[config.mk]
export PLATFORM = sky130hd
export DESIGN_NAME = cmul_share_arbiter_flat
export DESIGN_NICKNAME = d
export VERILOG_FILES = /design/src/rtl/cmul_share_arbiter_if.sv /design/src/rtl/cmul_share_arbiter.sv /design/src/flat_wrapper.sv
export SDC_FILE = /design/constraint.sdc
export NUM_CORES = 1
export LEC_CHECK = 0
export ABC_AREA = 1
export CAP_MARGIN = 20
export CORE_ASPECT_RATIO = 1.5
export CORE_MARGIN = 2
export CORE_UTILIZATION = 41
export DETAILED_ROUTE_END_ITERATION = 12
export PLACE_DENSITY = 0.87
export SLEW_MARGIN = 20
export SYNTH_ARGS = -nofsm -noshare
export SYNTH_HDL_FRONTEND = slang
export SYNTH_SLANG_ARGS = --single-unit
[constraint.sdc]
create_clock -name clk -period 7.8 [get_ports clk]
set_input_delay 1.17 -clock clk [delete_from_list [all_inputs] [get_ports clk]]
set_output_delay 1.17 -clock clk [all_outputs]
set_load 0.02 [all_outputs]
[src/rtl/cmul_share_arbiter_if.sv]
// cmul_share_arbiter_if: bundles the two requester ports, the shared
// multiplier port and the status outputs of cmul_share_arbiter.
// The arbiter connects through the master modport; the requesters and
// the multiplier together form the slave side.
interface cmul_share_arbiter_if #(
  parameter int DATA_WIDTH = 8
);
  localparam int RES_WIDTH = 2 * DATA_WIDTH + 1;

  logic                  sw_rst;

  logic                  req0_op_val, req0_op_ready;
  logic [DATA_WIDTH-1:0] req0_op_1_re, req0_op_1_im, req0_op_2_re, req0_op_2_im;
  logic                  req0_res_val, req0_res_ready;
  logic [RES_WIDTH-1:0]  req0_res_re, req0_res_im;

  logic                  req1_op_val, req1_op_ready;
  logic [DATA_WIDTH-1:0] req1_op_1_re, req1_op_1_im, req1_op_2_re, req1_op_2_im;
  logic                  req1_res_val, req1_res_ready;
  logic [RES_WIDTH-1:0]  req1_res_re, req1_res_im;

  logic                  m_sw_rst, m_op_val, m_op_ready;
  logic [DATA_WIDTH-1:0] m_op_1_re, m_op_1_im, m_op_2_re, m_op_2_im;
  logic                  m_res_val, m_res_ready;
  logic [RES_WIDTH-1:0]  m_res_re, m_res_im;

  logic                  busy, grant_id;

  modport master (
    input  sw_rst,
    input  req0_op_val, req0_op_1_re, req0_op_1_im, req0_op_2_re, req0_op_2_im, req0_res_ready,
    output req0_op_ready, req0_res_val, req0_res_re, req0_res_im,
    input  req1_op_val, req1_op_1_re, req1_op_1_im, req1_op_2_re, req1_op_2_im, req1_res_ready,
    output req1_op_ready, req1_res_val, req1_res_re, req1_res_im,
    output m_sw_rst, m_op_val, m_op_1_re, m_op_1_im, m_op_2_re, m_op_2_im, m_res_ready,
    input  m_op_ready, m_res_val, m_res_re, m_res_im,
    output busy, grant_id
  );

  modport slave (
    output sw_rst,
    output req0_op_val, req0_op_1_re, req0_op_1_im, req0_op_2_re, req0_op_2_im, req0_res_ready,
    input  req0_op_ready, req0_res_val, req0_res_re, req0_res_im,
    output req1_op_val, req1_op_1_re, req1_op_1_im, req1_op_2_re, req1_op_2_im, req1_res_ready,
    input  req1_op_ready, req1_res_val, req1_res_re, req1_res_im,
    input  m_sw_rst, m_op_val, m_op_1_re, m_op_1_im, m_op_2_re, m_op_2_im, m_res_ready,
    output m_op_ready, m_res_val, m_res_re, m_res_im,
    input  busy, grant_id
  );
endinterface

[src/rtl/cmul_share_arbiter.sv]
// cmul_share_arbiter: shares one complex multiplier between two requesters,
// one transaction in flight (IDLE -> ISSUE -> WAIT_RES -> DELIVER).
// Ties are resolved round-robin; defining CMUL_ARB_FIXED_PRIO_EN makes
// requester 0 win every tie instead.
module cmul_share_arbiter #(
  parameter int DATA_WIDTH = 8
) (
  input logic                  clk,
  input logic                  rst,
  cmul_share_arbiter_if.master bus
);
  localparam int RES_WIDTH = 2 * DATA_WIDTH + 1;

  typedef enum logic [1:0] {IDLE, ISSUE, WAIT_RES, DELIVER} state_t;

  state_t                state, next_state;
  logic                  owner;
`ifndef CMUL_ARB_FIXED_PRIO_EN
  logic                  last_served;
`endif
  logic [DATA_WIDTH-1:0] op_1_re, op_1_im, op_2_re, op_2_im;
  logic [RES_WIDTH-1:0]  res_re, res_im;
  logic                  grant0, grant1, owner_ready;

  assign owner_ready = owner ? bus.req1_res_ready : bus.req0_res_ready;

  // Combinational grant while idle; held off during either reset
  always_comb begin
    grant0 = 1'b0;
    grant1 = 1'b0;
    if (state == IDLE && !rst && !bus.sw_rst) begin
`ifdef CMUL_ARB_FIXED_PRIO_EN
      grant0 = bus.req0_op_val;
`else
      grant0 = bus.req0_op_val && (!bus.req1_op_val || last_served);
`endif
      grant1 = bus.req1_op_val && !grant0;
    end
  end

  // Next-state decode
  always_comb begin
    next_state = state;
    unique case (state)
      IDLE:     if (grant0 || grant1) next_state = ISSUE;
      ISSUE:    if (bus.m_op_ready)   next_state = WAIT_RES;
      WAIT_RES: if (bus.m_res_val)    next_state = DELIVER;
      DELIVER:  if (owner_ready)      next_state = IDLE;
      default:                        next_state = IDLE;
    endcase
  end

  // State register; software reset abandons any in-flight transaction
  always_ff @(posedge clk or posedge rst) begin
    if (rst)             state <= IDLE;
    else if (bus.sw_rst) state <= IDLE;
    else                 state <= next_state;
  end

  // Operand/owner capture on grant, result capture from the multiplier
  always_ff @(posedge clk or posedge rst) begin
    if (rst) begin
      owner   <= 1'b0;
      op_1_re <= '0;
      op_1_im <= '0;
      op_2_re <= '0;
      op_2_im <= '0;
      res_re  <= '0;
      res_im  <= '0;
    end else if (bus.sw_rst) begin
      owner   <= 1'b0;
      op_1_re <= '0;
      op_1_im <= '0;
      op_2_re <= '0;
      op_2_im <= '0;
      res_re  <= '0;
      res_im  <= '0;
    end else begin
      if (grant0 || grant1) begin
        owner   <= grant1;
        op_1_re <= grant1 ? bus.req1_op_1_re : bus.req0_op_1_re;
        op_1_im <= grant1 ? bus.req1_op_1_im : bus.req0_op_1_im;
        op_2_re <= grant1 ? bus.req1_op_2_re : bus.req0_op_2_re;
        op_2_im <= grant1 ? bus.req1_op_2_im : bus.req0_op_2_im;
      end
      if (state == WAIT_RES && bus.m_res_val) begin
        res_re <= bus.m_res_re;
        res_im <= bus.m_res_im;
      end
    end
  end

`ifndef CMUL_ARB_FIXED_PRIO_EN
  // Round-robin history; reset value lets requester 0 win the first tie
  always_ff @(posedge clk or posedge rst) begin
    if (rst)                                   last_served <= 1'b1;
    else if (bus.sw_rst)                       last_served <= 1'b1;
    else if (state == DELIVER && owner_ready)  last_served <= owner;
  end
`endif

  assign bus.req0_op_ready = grant0;
  assign bus.req1_op_ready = grant1;

  assign bus.m_sw_rst    = bus.sw_rst;
  assign bus.m_op_val    = (state == ISSUE);
  assign bus.m_op_1_re   = op_1_re;
  assign bus.m_op_1_im   = op_1_im;
  assign bus.m_op_2_re   = op_2_re;
  assign bus.m_op_2_im   = op_2_im;
  assign bus.m_res_ready = (state == WAIT_RES);

  assign bus.req0_res_val = (state == DELIVER) && !owner;
  assign bus.req1_res_val = (state == DELIVER) && owner;
  assign bus.req0_res_re  = res_re;
  assign bus.req0_res_im  = res_im;
  assign bus.req1_res_re  = res_re;
  assign bus.req1_res_im  = res_im;

  assign bus.busy     = (state != IDLE);
  assign bus.grant_id = owner;
endmodule

[src/flat_wrapper.sv]
// flat-port wrapper written by rule: the top's interface ports become plain ports
module cmul_share_arbiter_flat 
#(
  parameter int DATA_WIDTH = 8
)
  (clk, rst, bus_sw_rst, bus_req0_op_val, bus_req0_op_1_re, bus_req0_op_1_im, bus_req0_op_2_re, bus_req0_op_2_im, bus_req0_res_ready, bus_req0_op_ready, bus_req0_res_val, bus_req0_res_re, bus_req0_res_im, bus_req1_op_val, bus_req1_op_1_re, bus_req1_op_1_im, bus_req1_op_2_re, bus_req1_op_2_im, bus_req1_res_ready, bus_req1_op_ready, bus_req1_res_val, bus_req1_res_re, bus_req1_res_im, bus_m_sw_rst, bus_m_op_val, bus_m_op_1_re, bus_m_op_1_im, bus_m_op_2_re, bus_m_op_2_im, bus_m_res_ready, bus_m_op_ready, bus_m_res_val, bus_m_res_re, bus_m_res_im, bus_busy, bus_grant_id);
  cmul_share_arbiter_if #(.DATA_WIDTH(DATA_WIDTH)) bus_i ();
  input logic clk;
  input logic rst;
  input wire logic [$bits(bus_i.sw_rst)-1:0] bus_sw_rst;
  input wire logic [$bits(bus_i.req0_op_val)-1:0] bus_req0_op_val;
  input wire logic [$bits(bus_i.req0_op_1_re)-1:0] bus_req0_op_1_re;
  input wire logic [$bits(bus_i.req0_op_1_im)-1:0] bus_req0_op_1_im;
  input wire logic [$bits(bus_i.req0_op_2_re)-1:0] bus_req0_op_2_re;
  input wire logic [$bits(bus_i.req0_op_2_im)-1:0] bus_req0_op_2_im;
  input wire logic [$bits(bus_i.req0_res_ready)-1:0] bus_req0_res_ready;
  output wire logic [$bits(bus_i.req0_op_ready)-1:0] bus_req0_op_ready;
  output wire logic [$bits(bus_i.req0_res_val)-1:0] bus_req0_res_val;
  output wire logic [$bits(bus_i.req0_res_re)-1:0] bus_req0_res_re;
  output wire logic [$bits(bus_i.req0_res_im)-1:0] bus_req0_res_im;
  input wire logic [$bits(bus_i.req1_op_val)-1:0] bus_req1_op_val;
  input wire logic [$bits(bus_i.req1_op_1_re)-1:0] bus_req1_op_1_re;
  input wire logic [$bits(bus_i.req1_op_1_im)-1:0] bus_req1_op_1_im;
  input wire logic [$bits(bus_i.req1_op_2_re)-1:0] bus_req1_op_2_re;
  input wire logic [$bits(bus_i.req1_op_2_im)-1:0] bus_req1_op_2_im;
  input wire logic [$bits(bus_i.req1_res_ready)-1:0] bus_req1_res_ready;
  output wire logic [$bits(bus_i.req1_op_ready)-1:0] bus_req1_op_ready;
  output wire logic [$bits(bus_i.req1_res_val)-1:0] bus_req1_res_val;
  output wire logic [$bits(bus_i.req1_res_re)-1:0] bus_req1_res_re;
  output wire logic [$bits(bus_i.req1_res_im)-1:0] bus_req1_res_im;
  output wire logic [$bits(bus_i.m_sw_rst)-1:0] bus_m_sw_rst;
  output wire logic [$bits(bus_i.m_op_val)-1:0] bus_m_op_val;
  output wire logic [$bits(bus_i.m_op_1_re)-1:0] bus_m_op_1_re;
  output wire logic [$bits(bus_i.m_op_1_im)-1:0] bus_m_op_1_im;
  output wire logic [$bits(bus_i.m_op_2_re)-1:0] bus_m_op_2_re;
  output wire logic [$bits(bus_i.m_op_2_im)-1:0] bus_m_op_2_im;
  output wire logic [$bits(bus_i.m_res_ready)-1:0] bus_m_res_ready;
  input wire logic [$bits(bus_i.m_op_ready)-1:0] bus_m_op_ready;
  input wire logic [$bits(bus_i.m_res_val)-1:0] bus_m_res_val;
  input wire logic [$bits(bus_i.m_res_re)-1:0] bus_m_res_re;
  input wire logic [$bits(bus_i.m_res_im)-1:0] bus_m_res_im;
  output wire logic [$bits(bus_i.busy)-1:0] bus_busy;
  output wire logic [$bits(bus_i.grant_id)-1:0] bus_grant_id;
  assign bus_i.sw_rst = bus_sw_rst;
  assign bus_i.req0_op_val = bus_req0_op_val;
  assign bus_i.req0_op_1_re = bus_req0_op_1_re;
  assign bus_i.req0_op_1_im = bus_req0_op_1_im;
  assign bus_i.req0_op_2_re = bus_req0_op_2_re;
  assign bus_i.req0_op_2_im = bus_req0_op_2_im;
  assign bus_i.req0_res_ready = bus_req0_res_ready;
  assign bus_req0_op_ready = bus_i.req0_op_ready;
  assign bus_req0_res_val = bus_i.req0_res_val;
  assign bus_req0_res_re = bus_i.req0_res_re;
  assign bus_req0_res_im = bus_i.req0_res_im;
  assign bus_i.req1_op_val = bus_req1_op_val;
  assign bus_i.req1_op_1_re = bus_req1_op_1_re;
  assign bus_i.req1_op_1_im = bus_req1_op_1_im;
  assign bus_i.req1_op_2_re = bus_req1_op_2_re;
  assign bus_i.req1_op_2_im = bus_req1_op_2_im;
  assign bus_i.req1_res_ready = bus_req1_res_ready;
  assign bus_req1_op_ready = bus_i.req1_op_ready;
  assign bus_req1_res_val = bus_i.req1_res_val;
  assign bus_req1_res_re = bus_i.req1_res_re;
  assign bus_req1_res_im = bus_i.req1_res_im;
  assign bus_m_sw_rst = bus_i.m_sw_rst;
  assign bus_m_op_val = bus_i.m_op_val;
  assign bus_m_op_1_re = bus_i.m_op_1_re;
  assign bus_m_op_1_im = bus_i.m_op_1_im;
  assign bus_m_op_2_re = bus_i.m_op_2_re;
  assign bus_m_op_2_im = bus_i.m_op_2_im;
  assign bus_m_res_ready = bus_i.m_res_ready;
  assign bus_i.m_op_ready = bus_m_op_ready;
  assign bus_i.m_res_val = bus_m_res_val;
  assign bus_i.m_res_re = bus_m_res_re;
  assign bus_i.m_res_im = bus_m_res_im;
  assign bus_busy = bus_i.busy;
  assign bus_grant_id = bus_i.grant_id;
  cmul_share_arbiter #(.DATA_WIDTH(DATA_WIDTH)) u_core (.clk(clk), .rst(rst), .bus(bus_i));
endmodule
==> metrics.cfg <==
[setup_path]
critPathLaunchType=input port
slowest_stage=clkdlybuf4s50_1
critPathKind=in -> out
path_cells=clkdlybuf4s50_1 > nor2_2 > nand2_1 > inv_2 > clkdlybuf4s50_1
r2r_slack_ns=5.00
crit_path_end_kind=output port
crit_buf_inv=3
crit_top_cell=clkdlybuf4s50_1
crit_family=buffers and inverters
crit_path_max_fanout=32
crit_path_max_incr_delay_ns=0.87
crit_required_ns=6.63
critical_path_arrival_ns=4.27

[sta]
slew-limit-headroom_pct=37.0
fmax_mhz=184
fin_crit_sh_pct=69.8
hold_viol=0
fin_crit_ns=5.44
worst_clock_skew_ns=0.00407
fin_setup_tns_ns=0
worst_slew_pin_slew_ns=0.943
whs_ns=0.478
slew_viol_final=0
grt_setup_unrepaired=false
setup_violations=0

[cells_and_area]
syn2layout_area_growth_pct=62.1
diodes=0
layout.cells.non_filler=723
final_layout_size_suffix_gt1_share_pct=4.06
final_core_util_pct=68.8
nFillCells=659
nets=723
stdcell_area_sq_um=5830

[drt]
vias_per_cell=4.90
wl_per_cell_microns=15.2
vias=3542
drc=0
ant_nets=0
routed_wl_microns=11000
drt_iter0_drc=158
firstDrtPassIters=4

[pwr]
power.leakage_nw=2.76
ir_drop_mv=0.135
power-per-cell-area_nw_per_um2=230

[floorplanning]
die_y_microns=119
coreArea_sq_um=8460
io_pins=216
die_width_microns=80.4
start_util_pct=42.5
placementRows=41
die_area_sq_um=9550

[clock_network]
cts_made_buffers=9
worstSkewPairLatency_ns=0.33
cts_tree=built
post_cts_buffers=0
clock_sinks=70
clk_pin_slew_ns=0.05
cts_max_level=3
cts-root-buf=clkbuf_16
cts-hold-fix-buffers=0
clock_path_buffers=2
cts-resized-gates=0

[global_route]
grt_pass1_wl_microns=17000
grt_pass1_vias=3469
grt_max_degree=72
gr-usage-all-layers_pct=23.0
globalRouteOverflowTotal=0
antenna_found_initial=0

[synthesis]
seq_area_frac_synth_pct=48.8
async_flop_share_pct=100
yosys_warnings=0
synth_cells=442
synth_cell_type_count=19
avgSynthCellArea_sq_um=8.13
synth_edf_count=0
syn_area_sq_um=3590
yosysMostFrequentCell=nand2_1
yosys_register_bits=70
netlist.area_leader.share_pct=48.1
syn_nets=554
synthTopCellsByCount=nand2_1 (95), dfrtp_1 (69), inv_1 (60)
synthFlopType=dfrtp_1
synth_area_leaders=dfrtp_1 (48%), nand2_1 (9.9%), buf_4 (7.7%)
yosysTopAreaCell=dfrtp_1

[placement]
gp_congestion=0.817
dpl_cell_area_sq_um=5460
port_buffers=215
dp_cells=706
place_hpwl_microns=8200

[run]
drv_cap=0

[status]
status=finished clean

[hold_path]
worstHoldPathType=reg -> reg

==> through the flow <==
stage,total power [mW],setup WS (ns)
after detailed placement,0.874,2.39
after floorplan,0.686,3.22
final,1.34,2.36
after CTS,1.35,2.39
after global placement,0.862,2.46
after global routing,1.41,2.11
==> report_power, final <==
part | internal [mW] | switching [mW] | leakage, nW | total (mW)
Sequential | 0.406 | 0.0328 | 0.959 | 0.439
Combinational | 0.200 | 0.233 | 1.63 | 0.433
Clock | 0.320 | 0.148 | 0.172 | 0.468
==> tightest hold or removal path, stage by stage (launching register included) <==
cell     delay [ns]
dfrtp_1        0.34
nand2_1        0.05
nand2_1        0.06
==> metal layers <==
layer | routed length [microns] | GRT usage (%) | share of wire (%)
met5 | 0 | 0 | 0
met4 | 194 | 7.63 | 1.8
met3 | 1110 | 8.24 | 10
met2 | 5550 | 40.4 | 51
met1 | 4110 | 25.3 | 37
==> area by class of cell <==
type / count / area (sq um) / area share, %
multi-input combinational: 250 / 1180 / 20.2
clock inverter: 6 / 109 / 1.87
clock buffer: 10 / 239 / 4.10
inverter: 62 / 233 / 3.99
tap: 107 / 134 / 2.30
sequential: 70 / 1750 / 30.1
timing repair buffer: 218 / 2180 / 37.5
==> flip-flops by register name, indices dropped and copies added, names as in the netlist <==
register / cells
u_core.bus.req0_res_im: 17
u_core.bus.req0_res_re: 17
u_core.bus.m_op_1_im: 8
u_core.bus.m_op_1_re: 8
u_core.bus.m_op_2_im: 8
u_core.bus.m_op_2_re: 8
u_core.state: 2
u_core.bus.grant_id: 1
u_core.last_served: 1
==> placed cells by master (no fill, tap or decap), drive strengths merged <==
master / Yosys / final
clkdlybuf4s50: 0 / 215
nand2: 95 / 95
o21ai: 77 / 77
dfrtp: 69 / 69
inv: 62 / 62
nand3: 49 / 49
a21oi: 14 / 14
clkbuf: 9 / 10
nor2: 7 / 7
ha: 5 / 5
bufinv: 0 / 3
clkinv: 0 / 3
buf: 51 / 3
nand4: 2 / 2
a21boi: 1 / 1
dfstp: 1 / 1
==> cells by family after synthesis <==
logic type	after synthesis	share of synthesized area, %
flip-flops	70	48.8
AND/OR/NAND/NOR	153	18.1
adder cells (fa/ha/maj)	5	1.74
buffers and inverters	122	18.5
AO/OA/AOI/OAI	92	12.9
==> final timing paths <==
kind | startpoint | endpoint | cells after the start
worst max-delay path | bus_sw_rst | bus_req0_op_ready | 5
worst min-delay path | u_core.bus.m_op_1_re[2] | u_core.bus.m_op_1_re[2] | 2
worst max register to register | u_core.state[0] | u_core.bus.m_op_1_im[3] | 9
worst min register to register | u_core.bus.m_op_1_re[2] | u_core.bus.m_op_1_re[2] | 2
max in group asynchronous | rst | u_core.bus.req0_res_re[0] | 3
min in group asynchronous | rst | u_core.bus.m_op_2_re[4] | 3
No activity file was read; power rests on OpenSTA's default activity.
